[src/rtl/mux_2_arb_pkg.sv]
// Shared types and constants for the two-requester round-robin output arbiter.
// Used by its interface, the arbiter itself and the bench.
package mux_2_arb_pkg;

  typedef logic src_t;

  localparam src_t SRC_REQ0 = 1'b0;
  localparam src_t SRC_REQ1 = 1'b1;

  typedef enum logic {
    ST_EMPTY = 1'b0,
    ST_FULL  = 1'b1
  } state_t;

endpackage

[src/rtl/mux_2_rr_arbiter_if.sv]
// Handshake bundle for the arbiter: two valid/ready requesters in,
// one registered valid/ready channel out.
interface mux_2_rr_arbiter_if
  import mux_2_arb_pkg::*;
#(
  parameter int N = 64
);

  logic         i_valid0;
  logic [N-1:0] i_data0;
  logic         o_ready0;
  logic         i_valid1;
  logic [N-1:0] i_data1;
  logic         o_ready1;
  logic         o_valid;
  logic [N-1:0] o_data;
  src_t         o_src;
  logic         i_ready;

  // The arbiter is the slave of this bundle; producers/consumer form the master.
  modport slave (
    input  i_valid0, i_data0, i_valid1, i_data1, i_ready,
    output o_ready0, o_ready1, o_valid, o_data, o_src
  );

  modport master (
    output i_valid0, i_data0, i_valid1, i_data1, i_ready,
    input  o_ready0, o_ready1, o_valid, o_data, o_src
  );

endinterface

[src/rtl/mux_2.sv]
// Plain two-input N-bit multiplexer; i_sel=0 picks i_d0, i_sel=1 picks i_d1.
module mux_2 #(
  parameter int N = 64
) (
  input  logic [N-1:0] i_d0,
  input  logic [N-1:0] i_d1,
  input  logic         i_sel,
  output logic [N-1:0] o_y
);

  assign o_y = i_sel ? i_d1 : i_d0;

endmodule

[src/rtl/mux_2_rr_arbiter.sv]
// Round-robin arbiter sharing one registered output channel between two
// valid/ready requesters; sustains one beat per cycle.
module mux_2_rr_arbiter
  import mux_2_arb_pkg::*;
#(
  parameter int N = 64
) (
  input  logic               i_clk,
  input  logic               i_rst_n,
  mux_2_rr_arbiter_if.slave  bus
);

  state_t       state_q, state_d;
  logic [N-1:0] data_q,  data_d;
  src_t         src_q,   src_d;
  src_t         ptr_q,   ptr_d;

  logic         free;
  logic         grant_vld;
  src_t         grant;
  logic         accept;
  logic         ready0;
  logic         ready1;
  logic [N-1:0] mux_out;

  mux_2 #(.N(N)) u_mux (
    .i_d0  (bus.i_data0),
    .i_d1  (bus.i_data1),
    .i_sel (grant),
    .o_y   (mux_out)
  );

  always_comb begin
    state_d   = state_q;
    data_d    = data_q;
    src_d     = src_q;
    ptr_d     = ptr_q;
    free      = (state_q == ST_EMPTY) || bus.i_ready;
    grant_vld = bus.i_valid0 || bus.i_valid1;
    grant     = SRC_REQ0;

    // Under contention the requester that did not win last time goes next.
    if (bus.i_valid0 && bus.i_valid1) begin
      grant = src_t'(~ptr_q);
    end else if (bus.i_valid1) begin
      grant = SRC_REQ1;
    end

    accept = i_rst_n && free && grant_vld;
    ready0 = accept && (grant == SRC_REQ0);
    ready1 = accept && (grant == SRC_REQ1);

    if (accept) begin
      state_d = ST_FULL;
      data_d  = mux_out;
      src_d   = grant;
      ptr_d   = grant;
    end else if ((state_q == ST_FULL) && bus.i_ready) begin
      state_d = ST_EMPTY;
    end
  end

  always_ff @(posedge i_clk) begin
    if (!i_rst_n) begin
      state_q <= ST_EMPTY;
      data_q  <= '0;
      src_q   <= SRC_REQ0;
      ptr_q   <= SRC_REQ1;
    end else begin
      state_q <= state_d;
      data_q  <= data_d;
      src_q   <= src_d;
      ptr_q   <= ptr_d;
    end
  end

  assign bus.o_ready0 = ready0;
  assign bus.o_ready1 = ready1;
  assign bus.o_valid  = (state_q == ST_FULL);
  assign bus.o_data   = data_q;
  assign bus.o_src    = src_q;

endmodule
[src/flat_wrapper.sv]
// flat-port wrapper written by rule: the top's interface ports become plain ports
module mux_2_rr_arbiter_flat import mux_2_arb_pkg::*;
#(
  parameter int N = 64
)
  (i_clk, i_rst_n, bus_i_valid0, bus_i_data0, bus_i_valid1, bus_i_data1, bus_i_ready, bus_o_ready0, bus_o_ready1, bus_o_valid, bus_o_data, bus_o_src);
  mux_2_rr_arbiter_if #(.N(N)) bus_i ();
  input  logic i_clk;
  input  logic i_rst_n;
  input wire logic [$bits(bus_i.i_valid0)-1:0] bus_i_valid0;
  input wire logic [$bits(bus_i.i_data0)-1:0] bus_i_data0;
  input wire logic [$bits(bus_i.i_valid1)-1:0] bus_i_valid1;
  input wire logic [$bits(bus_i.i_data1)-1:0] bus_i_data1;
  input wire logic [$bits(bus_i.i_ready)-1:0] bus_i_ready;
  output wire logic [$bits(bus_i.o_ready0)-1:0] bus_o_ready0;
  output wire logic [$bits(bus_i.o_ready1)-1:0] bus_o_ready1;
  output wire logic [$bits(bus_i.o_valid)-1:0] bus_o_valid;
  output wire logic [$bits(bus_i.o_data)-1:0] bus_o_data;
  output wire logic [$bits(bus_i.o_src)-1:0] bus_o_src;
  assign bus_i.i_valid0 = bus_i_valid0;
  assign bus_i.i_data0 = bus_i_data0;
  assign bus_i.i_valid1 = bus_i_valid1;
  assign bus_i.i_data1 = bus_i_data1;
  assign bus_i.i_ready = bus_i_ready;
  assign bus_o_ready0 = bus_i.o_ready0;
  assign bus_o_ready1 = bus_i.o_ready1;
  assign bus_o_valid = bus_i.o_valid;
  assign bus_o_data = bus_i.o_data;
  assign bus_o_src = bus_i.o_src;
  mux_2_rr_arbiter #(.N(N)) u_core (.i_clk(i_clk), .i_rst_n(i_rst_n), .bus(bus_i));
endmodule
[config.mk]
export PLATFORM = sky130hd
export DESIGN_NAME = mux_2_rr_arbiter_flat
export DESIGN_NICKNAME = d
export VERILOG_FILES = /design/src/rtl/mux_2_arb_pkg.sv /design/src/rtl/mux_2_rr_arbiter_if.sv /design/src/rtl/mux_2.sv /design/src/rtl/mux_2_rr_arbiter.sv /design/src/flat_wrapper.sv
export SDC_FILE = /design/constraint.sdc
export NUM_CORES = 1
export LEC_CHECK = 0
export ABC_AREA = 1
export CAP_MARGIN = 20
export CELL_PAD_IN_SITES_DETAIL_PLACEMENT = 0
export CELL_PAD_IN_SITES_GLOBAL_PLACEMENT = 2
export CORE_MARGIN = 4
export CORE_UTILIZATION = 18
export CTS_CLUSTER_SIZE = 12
export DETAILED_ROUTE_END_ITERATION = 8
export GPL_TIMING_DRIVEN = 0
export MAX_ROUTING_LAYER = met4
export PLACE_DENSITY = 0.9
export RECOVER_POWER = 50
export SYNTH_ARGS = -nofsm -noshare
export SYNTH_HDL_FRONTEND = slang
export SYNTH_SLANG_ARGS = --single-unit
[constraint.sdc]
create_clock -name i_clk -period 1.2 [get_ports i_clk]
set_input_delay 0.18 -clock i_clk [delete_from_list [all_inputs] [get_ports i_clk]]
set_output_delay 0.18 -clock i_clk [all_outputs]
set_load 0.02 [all_outputs]
* Yosys cells after proc, flatten, opt, wreduce, memory -nomap -nowiden
Cells that the tools add are included.
** Word-level totals
- Register bits :: 67
- Bits of input ports :: 133
- Output and inout port bits :: 68
** Cells by class
- Mux-type cells :: 5
- Bitwise operators :: 3
- Reduce and logical (&&, ||, !) cells :: 9
** Operators by type and width (count)
- $mux W64 :: 1
- $logic_and A1 B1 Y1 :: 6
- $mux W1 :: 4
- $not A1 Y1 :: 3
- $logic_or A1 B1 Y1 :: 2
- $reduce_bool A2 Y1 :: 1

* Logic depth before layout (Yosys ltp)
Gate-level depths: netlist (run 1).
- Word-level depth :: 5
- Mapped depth :: 8
- Depth with buffers taken out :: 7

* By module
A second synthesis (run 1) with hierarchy kept.
** Second synthesis, totals
- Cells, all modules :: 513
- Area total of the unflattened synthesis :: 3246.9 um^2
** By module, submodules not included
- mux_2_rr_arbiter :: instances 1, cells an instance 307, area each 2402.3 um^2, sequential area each 1341.3 um^2
- mux_2 :: instances 1, cells an instance 206, area each 844.6 um^2, sequential area each 0.0 um^2

* Least setup slack after synthesis (run 1)
Ideal clock, no wire load.
- Path type :: flip-flop to flip-flop
- From :: register u_core.state_q, in the netlist u_core.bus.o_valid
- To :: register u_core.ptr_q
- Library setup time :: 0.058 ns
- Arrival time :: 1.147 ns
- Setup slack :: -0.005 ns
- Cell stages (with the launch flop) :: 7
- Path buffers :: 1
- Period minus slack after synthesis :: 1.205 ns
- Cells stage by stage :: dfxtp_1 -> nand2_2 -> nand2_2 -> buf_4 -> nor2_1 -> nor2_1 -> nand2_1
** On the way
- Longest elaborated chain between the ends :: 4
** Ends and longest elaborated chain
- from (decl) :: RTL line mux_2_rr_arbiter.sv:13 : state_t state_q, state_d;
- from (signal assigned) :: RTL line mux_2_rr_arbiter.sv:70 : state_q <= state_d;
- $not A1 Y1 :: RTL line mux_2_rr_arbiter.sv:38 : free = (state_q == ST_EMPTY) || bus.i_ready;
- $logic_or A1 B1 Y1 :: RTL line mux_2_rr_arbiter.sv:38
- $logic_and A1 B1 Y1 (2 in a row) :: RTL line mux_2_rr_arbiter.sv:49 : accept = i_rst_n && free && grant_vld;
- to (signal assigned) :: RTL line mux_2_rr_arbiter.sv:73 : ptr_q <= ptr_d;
- to (decl) :: RTL line mux_2_rr_arbiter.sv:16 : src_t ptr_q, ptr_d;
No other way between the ends.
A chain may end at the register's enable or synchronous reset.

* Final worst setup path (run 1)
- From :: register u_core.state_q, in the netlist u_core.bus.o_valid
- To :: output bus_o_ready0
** On the way
- Longest elaborated chain between the ends :: 5
** Ends and longest elaborated chain
- $not A1 Y1 :: RTL line mux_2_rr_arbiter.sv:38
- $logic_or A1 B1 Y1 :: RTL line mux_2_rr_arbiter.sv:38
- $logic_and A1 B1 Y1 (2 in a row) :: RTL line mux_2_rr_arbiter.sv:49
- $logic_and A1 B1 Y1 :: RTL line mux_2_rr_arbiter.sv:50 : ready0 = accept && (grant == SRC_REQ0);
- to (decl) :: RTL line flat_wrapper.sv:15 : output wire logic [$bits(bus_i.o_ready0)-1:0] bus_o_ready0;
No other way between the ends.

==> flow_metrics.py, run 1 <==
metrics = {
    "drt": {
        "dr.pass1.iters": 6,
        "wl_per_cell_um": 15.2,
        "drt_iter0_drc": 121,
        "wl_um": 14900,
        "drc_errors": 0,
        "viasPerCell": 4.22,
        "antenna_left": 0,
        "vias": 4141,
    },
    "floorplanning": {
        "die_h_um": 144,
        "die-area_mm2": 0.0206,
        "start_util": 0.184,
        "core_mm2": 0.0180,
        "row_count": 49,
        "num_io_pins": 201,
        "die_x_um": 144,
    },
    "worst_hold_path": {
        "hold_end": "u_core.bus.o_src",
        "hold_path_depth": 3,
        "min_path_type": "in2reg",
        "worstHoldStart": "i_rst_n",
    },
    "worst_setup_path": {
        "rrSetupSlack_ns": -0.20,
        "start_kind": "register",
        "cp_data_arrival_time_ns": 1.23,
        "crit_required_ns": 1.02,
        "end_kind": "output pin",
        "critical_path_class": "reg2out",
        "r2r_end": "u_core.bus.o_data[21]",
        "crit_fanout": 3,
        "r2r_start": "u_core.bus.o_valid",
        "r2r_cells": 10,
    },
    "sta": {
        "setup_viol": 62,
        "worstMarginPinSlew_ns": 0.622,
        "tns_ns": -5.49,
        "maxSlewHeadroom": 0.586,
        "finalMaxSlewViolations": 0,
        "fin_crit_ns": 1.41,
        "period_share": 1.17,
        "finalHoldViolCount": 0,
        "timing.fmax_mhz": 711,
        "fin_ws_ns": -0.206,
        "finClkSkew_ns": 0.00673,
        "grt_setup_unrepaired": "yes",
    },
    "pwr": {
        "power.leakage_nw": 2.99,
        "ir_drop_uv": 629,
        "cellPowerDensity_mw_per_mm2": 1090,
    },
    "flow_run": {
        "drv_cap": 0,
    },
    "logic_synthesis": {
        "async_flop_share": 0,
        "synth_flop_cell": "dfxtp_1",
        "netlist_area_mm2": 0.00331,
        "ys_ff_latch": 67,
        "synthCells": 514,
        "syn_nets": 647,
        "synth_warnings": 0,
        "synth_edf_count": 0,
        "avgSynthCellArea_um2": 6.45,
        "synth_cell_types": 13,
        "synth_seq_area_share": 0.405,
    },
    "grt": {
        "grt_max_degree": 12,
        "grt-ovfl-total": 0,
        "grt_usage": 0.143,
        "grt_pass1_wl_um": 22100,
        "antenna_found_initial": 0,
        "grt_pass1_vias": 4061,
    },
    "clock_tree": {
        "cts-buffers-inserted": 9,
        "cts_tree": "built",
        "root_buffer": "clkbuf_16",
        "clkTransAtPathRegs_ns": 0.06,
        "htreeDepth": 3,
        "max-clock-path-buffers": 2,
        "cts_hold_buf": 0,
        "clock-sinks": 67,
        "clock_latency_ns": 0.34,
    },
    "placed_design": {
        "gp_congestion": 0.749,
        "place.port_buffers": 200,
        "dpl.hpwl_um": 10400,
        "dpl_worst_slack_ns": -0.969,
    },
    "final_layout": {
        "antenna_cells": 0,
        "layout.nets": 880,
        "layout-drive-gt1-share": 0.314,
        "area_delta_synth_final_pct": 103,
    },
    "outcome": {
        "violations": "setup timing",
        "status": "finished with violations",
    },
}
-- per-stage QoR --
step | std cells | utilization | power [mW] | cell area, µm² | hold slack [ns]
floorplan | 514 | - | 3.30 | 3320 | 0.300
global placement | 943 | 0.311 | 4.24 | 5610 | 0.451
detailed placement | 943 | 0.311 | 4.24 | 5610 | 0.453
CTS | 986 | 0.368 | 7.35 | 6630 | 0.221
global route | 981 | 0.372 | 7.68 | 6710 | 0.280
finish | 981 | 0.372 | 7.29 | 6710 | 0.289
-- worst max path at each step --
stage	endpoint	from	depth (start not counted)	slack, ns
6_report	bus_o_ready0	u_core.bus.o_valid	7	-0.21
5_1_grt	bus_o_ready0	u_core.bus.o_valid	7	-0.27
4_1_cts	bus_o_ready0	u_core.bus.o_valid	7	-0.26
3_5_place_dp	bus_o_ready0	bus_i_ready	9	-0.97
3_3_place_gp	bus_o_ready0	bus_i_ready	9	-0.97
2_1_floorplan	u_core.bus.o_data[29]	u_core.bus.o_valid	7	0.04
-- layer usage --
| layer | GRT usage | wire length [µm] | vias up | share of wire |
|---|---|---|---|---|
| li1 | - | - | 2108 | - |
| met1 | 0.176 | 6490 | 1890 | 0.43 |
| met2 | 0.227 | 7130 | 122 | 0.48 |
| met3 | 0.0356 | 1020 | 21 | 0.068 |
| met4 | 0.0496 | 287 | 0 | 0.019 |
| met5 | - | 0 | - | 0 |
-- cell families after synthesis --
logic type / synth area share
buffers and inverters: 0.0902
and+or+nand+nor: 0.407
DFF: 0.405
AOI/OAI and AO/OA: 0.0981
-- report_power, final --
group	switching [mW]	internal (mW)
Clock	1.05	1.66
Sequential	0.0735	2.37
Combinational	1.08	1.07
-- placed cells by master, fill, tap and decap left out --
cell | Yosys | layout
inv_2 | 0 | 2
nor2_4 | 0 | 3
bufinv_16 | 0 | 1
clkdlybuf4s15_1 | 0 | 20
buf_2 | 20 | 14
nand2_4 | 0 | 38
buf_4 | 3 | 12
nor2_1 | 5 | 3
clkinvlp_4 | 0 | 1
clkdlybuf4s50_1 | 0 | 128
nand3_1 | 64 | 64
clkbuf_8 | 0 | 1
clkbuf_16 | 0 | 9
buf_6 | 12 | 16
clkbuf_2 | 0 | 30
a21oi_1 | 65 | 17
buf_12 | 0 | 13
dfxtp_2 | 0 | 2
clkinv_2 | 0 | 3
nand2_1 | 264 | 209
nand2_2 | 2 | 19
clkdlybuf4s15_2 | 0 | 18
a21oi_2 | 0 | 48
dlygate4sd2_1 | 0 | 4
buf_8 | 0 | 6
inv_1 | 4 | 2
dfxtp_1 | 67 | 65
clkbuf_1 | 5 | 4
-- state kept, by name, summed over array words and instances (netlist names) --
register,cells
u_core.bus.o_data,64
u_core.bus.o_src,1
u_core.bus.o_valid,1
u_core.ptr_q,1
-- final cells by class --
cell class | instances | area, µm²
plain buffers | 40 | 355
clock buffers | 11 | 243
clock inverters | 5 | 52.6
fillers | 1945 | 11300
inverters | 4 | 15.0
multi-input cells | 401 | 2200
flip-flops and latches | 67 | 1340
well taps | 229 | 287
repair buffers | 224 | 2220
-- critical path, cell delays in order, from the launching register on --
cell     delay, ns
dfxtp_2       0.33
nand2_4       0.10
nand2_4       0.06
nor2_4        0.09
buf_6         0.11
nand2_2       0.04
inv_2         0.05
buf_6         0.11
-- synth_stat cells (2+ instances only) --
master / count / area share
clkbuf_1: 5 / 0.0057
dfxtp_1: 67 / 0.40
inv_1: 4 / 0.0045
a21oi_1: 65 / 0.098
nand2_2: 2 / 0.0038
buf_4: 3 / 0.0068
nor2_1: 5 / 0.0057
buf_1: 2 / 0.0023
buf_6: 12 / 0.041
nand2_1: 264 / 0.30
buf_2: 20 / 0.030
nand3_1: 64 / 0.097
-- repair_timing --
action	4_1_cts	5_1_grt
endpoints found under the setup margin	129	95
gates resized for setup	276	129
cloned	5	0
setup buffers	23	2
pin swaps	37	35
No activity file was read; power rests on OpenSTA's default activity.
==> inputs of run 2 (changes only) <==
--- a/config.mk
+++ b/config.mk
@@ -9,7 +9,6 @@
 export CAP_MARGIN = 20
 export CELL_PAD_IN_SITES_DETAIL_PLACEMENT = 0
 export CELL_PAD_IN_SITES_GLOBAL_PLACEMENT = 2
-export CORE_MARGIN = 4
 export CORE_UTILIZATION = 18
 export CTS_CLUSTER_SIZE = 12
 export DETAILED_ROUTE_END_ITERATION = 8
==> flow_metrics.py, run 2 (same netlist as run 1, synthesis figures left out) <==
metrics = {
    "final_layout": {
        "antenna_cells": 0,
        "largest_register_ff_count": 64,
        "layout-drive-gt1-share": 0.135,
        "layout_common_cells": "260 x nand2_1, 128 x clkdlybuf4s50_1, 65 x dfxtp_1",
        "area_delta_synth_final_pct": 79.2,
        "layout.nets": 868,
        "final_common_cell": "nand2_1",
    },
    "worst_setup_path": {
        "crit_required_ns": 1.02,
        "critical_path_class": "reg2out",
        "cp_data_arrival_time_ns": 1.19,
        "r2r_cells": 8,
        "critical_path_buf_inv_count": 2,
        "worst_path_max_delay_cell": "dfxtp_2",
        "crit_fanout": 5,
        "slowest_delay_ns": 0.33,
        "crit_chain": "nand2_4 > nand2_4 > buf_12 > nor2_4 > buf_6",
        "cp_top_family": "flip-flops",
        "start_kind": "register",
        "end_kind": "output pin",
        "rrSetupSlack_ns": -0.10,
        "r2r_start": "u_core.bus.o_valid",
        "cp_common_cell": "nand2_4",
        "r2r_end": "u_core.bus.o_data[32]",
        "critical_path_depth": 5,
    },
    "clock_tree": {
        "cts-buffers-inserted": 9,
        "htreeDepth": 3,
        "cts_tree": "built",
        "clock-sinks": 67,
        "clkTransAtPathRegs_ns": 0.05,
        "root_buffer": "clkbuf_16",
        "clock_latency_ns": 0.34,
        "max-clock-path-buffers": 2,
    },
    "grt": {
        "grt_max_degree": 11,
        "antenna_found_initial": 0,
        "grt_pass1_vias": 3789,
        "grt_usage": 0.147,
        "grt-ovfl-total": 0,
        "grt_pass1_wl_um": 20200,
    },
    "placed_design": {
        "gp_congestion": 0.729,
        "dpl.hpwl_um": 9730,
        "place.port_buffers": 200,
    },
    "sta": {
        "period_share": 1.14,
        "fin_crit_ns": 1.37,
        "maxSlewHeadroom": 0.657,
        "finClkSkew_ns": 0.00881,
        "setup_viol": 57,
        "fin_ws_ns": -0.170,
        "finalMaxSlewViolations": 0,
        "worstMarginPinSlew_ns": 0.514,
        "tns_ns": -4.20,
        "finalHoldViolCount": 0,
        "timing.fmax_mhz": 730,
        "grt_setup_unrepaired": "yes",
    },
    "worst_hold_path": {
        "hold_path_depth": 4,
        "hold_end": "u_core.bus.o_valid",
        "worstHoldStart": "bus_i_ready",
        "min_path_type": "in2reg",
    },
    "pwr": {
        "power.leakage_nw": 2.55,
        "ir_drop_uv": 657,
        "cellPowerDensity_mw_per_mm2": 1160,
        "total_power_mw": 6.89,
    },
    "floorplanning": {
        "num_io_pins": 201,
        "row_count": 49,
        "start_util": 0.184,
        "core_mm2": 0.0180,
        "die-area_mm2": 0.0190,
        "die_h_um": 138,
        "die_x_um": 138,
    },
    "drt": {
        "drt_iter0_drc": 175,
        "wl_um": 13500,
        "wl_per_cell_um": 14.0,
        "viasPerCell": 4.19,
        "vias": 4054,
        "antenna_left": 0,
        "drc_errors": 0,
        "dr.pass1.iters": 4,
    },
    "flow_run": {
        "drv_cap": 0,
    },
    "outcome": {
        "status": "finished with violations",
        "violations": "setup timing",
    },
}
run 2: cell count changes in the layout (fill, tap and decap cells not counted), moves of 11 or more:
| cell | change |
|---|---|
| clkbuf_2 | -16 |
| clkdlybuf4s15_2 | -12 |
| nand2_2 | -18 |
| buf_12 | -11 |
| nand2_1 | +51 |
| a21oi_2 | -43 |
| a21oi_1 | +43 |
| nand2_4 | -33 |
| clkbuf_1 | +28 |
run 2: worst reg2reg max path, stage by stage (launching register included):
cell     delay, ns
dfxtp_2       0.33
nand2_4       0.09
nand2_2       0.06
nor2_4        0.13
buf_4         0.14
buf_12        0.14
buf_6         0.16
nand2_1       0.06
a21oi_1       0.11
run 2: area by class of cell:
type	instances	area (µm²)
buffer	40	340
fill	2079	12100
sequential	67	1340
clock inverter	2	35.0
multi-input combinational	401	1760
clock buffer	13	260
inverter	4	15.0
tap	229	287
timing repair buffer	212	1900
run 2: where the power goes:
group / switching, mW / internal [mW] / leakage [nW]
registers: 0.0708 / 2.37 / 0.548
clock network: 0.990 / 1.71 / 0.146
logic: 0.886 / 0.866 / 1.85
run 2: routing by layer:
layer,vias to the layer above,global-route usage,part of all wire
met1,1845,0.179,0.46
li1,2085,-,-
met5,-,-,0
met4,0,0.0417,0.010
met2,116,0.231,0.46
met3,8,0.0497,0.076
run 2: worst max-delay path by stage:
stage	from	end	slack (ns)
finish	u_core.bus.o_valid	bus_o_ready1	-0.17
global route	u_core.bus.o_valid	bus_o_ready0	-0.22
CTS	u_core.bus.o_valid	bus_o_ready0	-0.25
detailed placement	i_rst_n	bus_o_ready1	-1.00
global placement	bus_i_ready	bus_o_ready0	-0.96
floorplan	u_core.bus.o_valid	u_core.bus.o_data[29]	0.04
run 2: stage by stage:
stage | hold slack [ns] | util | cell area [µm²] | instances | worst slack [ns]
final | 0.271 | 0.329 | 5940 | 968 | -0.170
after global placement | 0.450 | 0.311 | 5610 | 943 | -0.961
after detailed placement | 0.453 | 0.311 | 5610 | 943 | -1.00
after floorplan | 0.300 | - | 3320 | 514 | 0.0407
after global routing | 0.268 | 0.329 | 5940 | 968 | -0.222
after CTS | 0.239 | 0.333 | 6000 | 964 | -0.251
run 2: what timing repair did:
item | in CTS | in global routing
endpoints found under the hold margin | 0 | 0
setup endpoints to repair | 130 | 113
pin swaps | 5 | 4
hold buffers | 0 | 0
setup buffers | 7 | 6
gates cloned | 0 | 1
resized for setup | 160 | 85
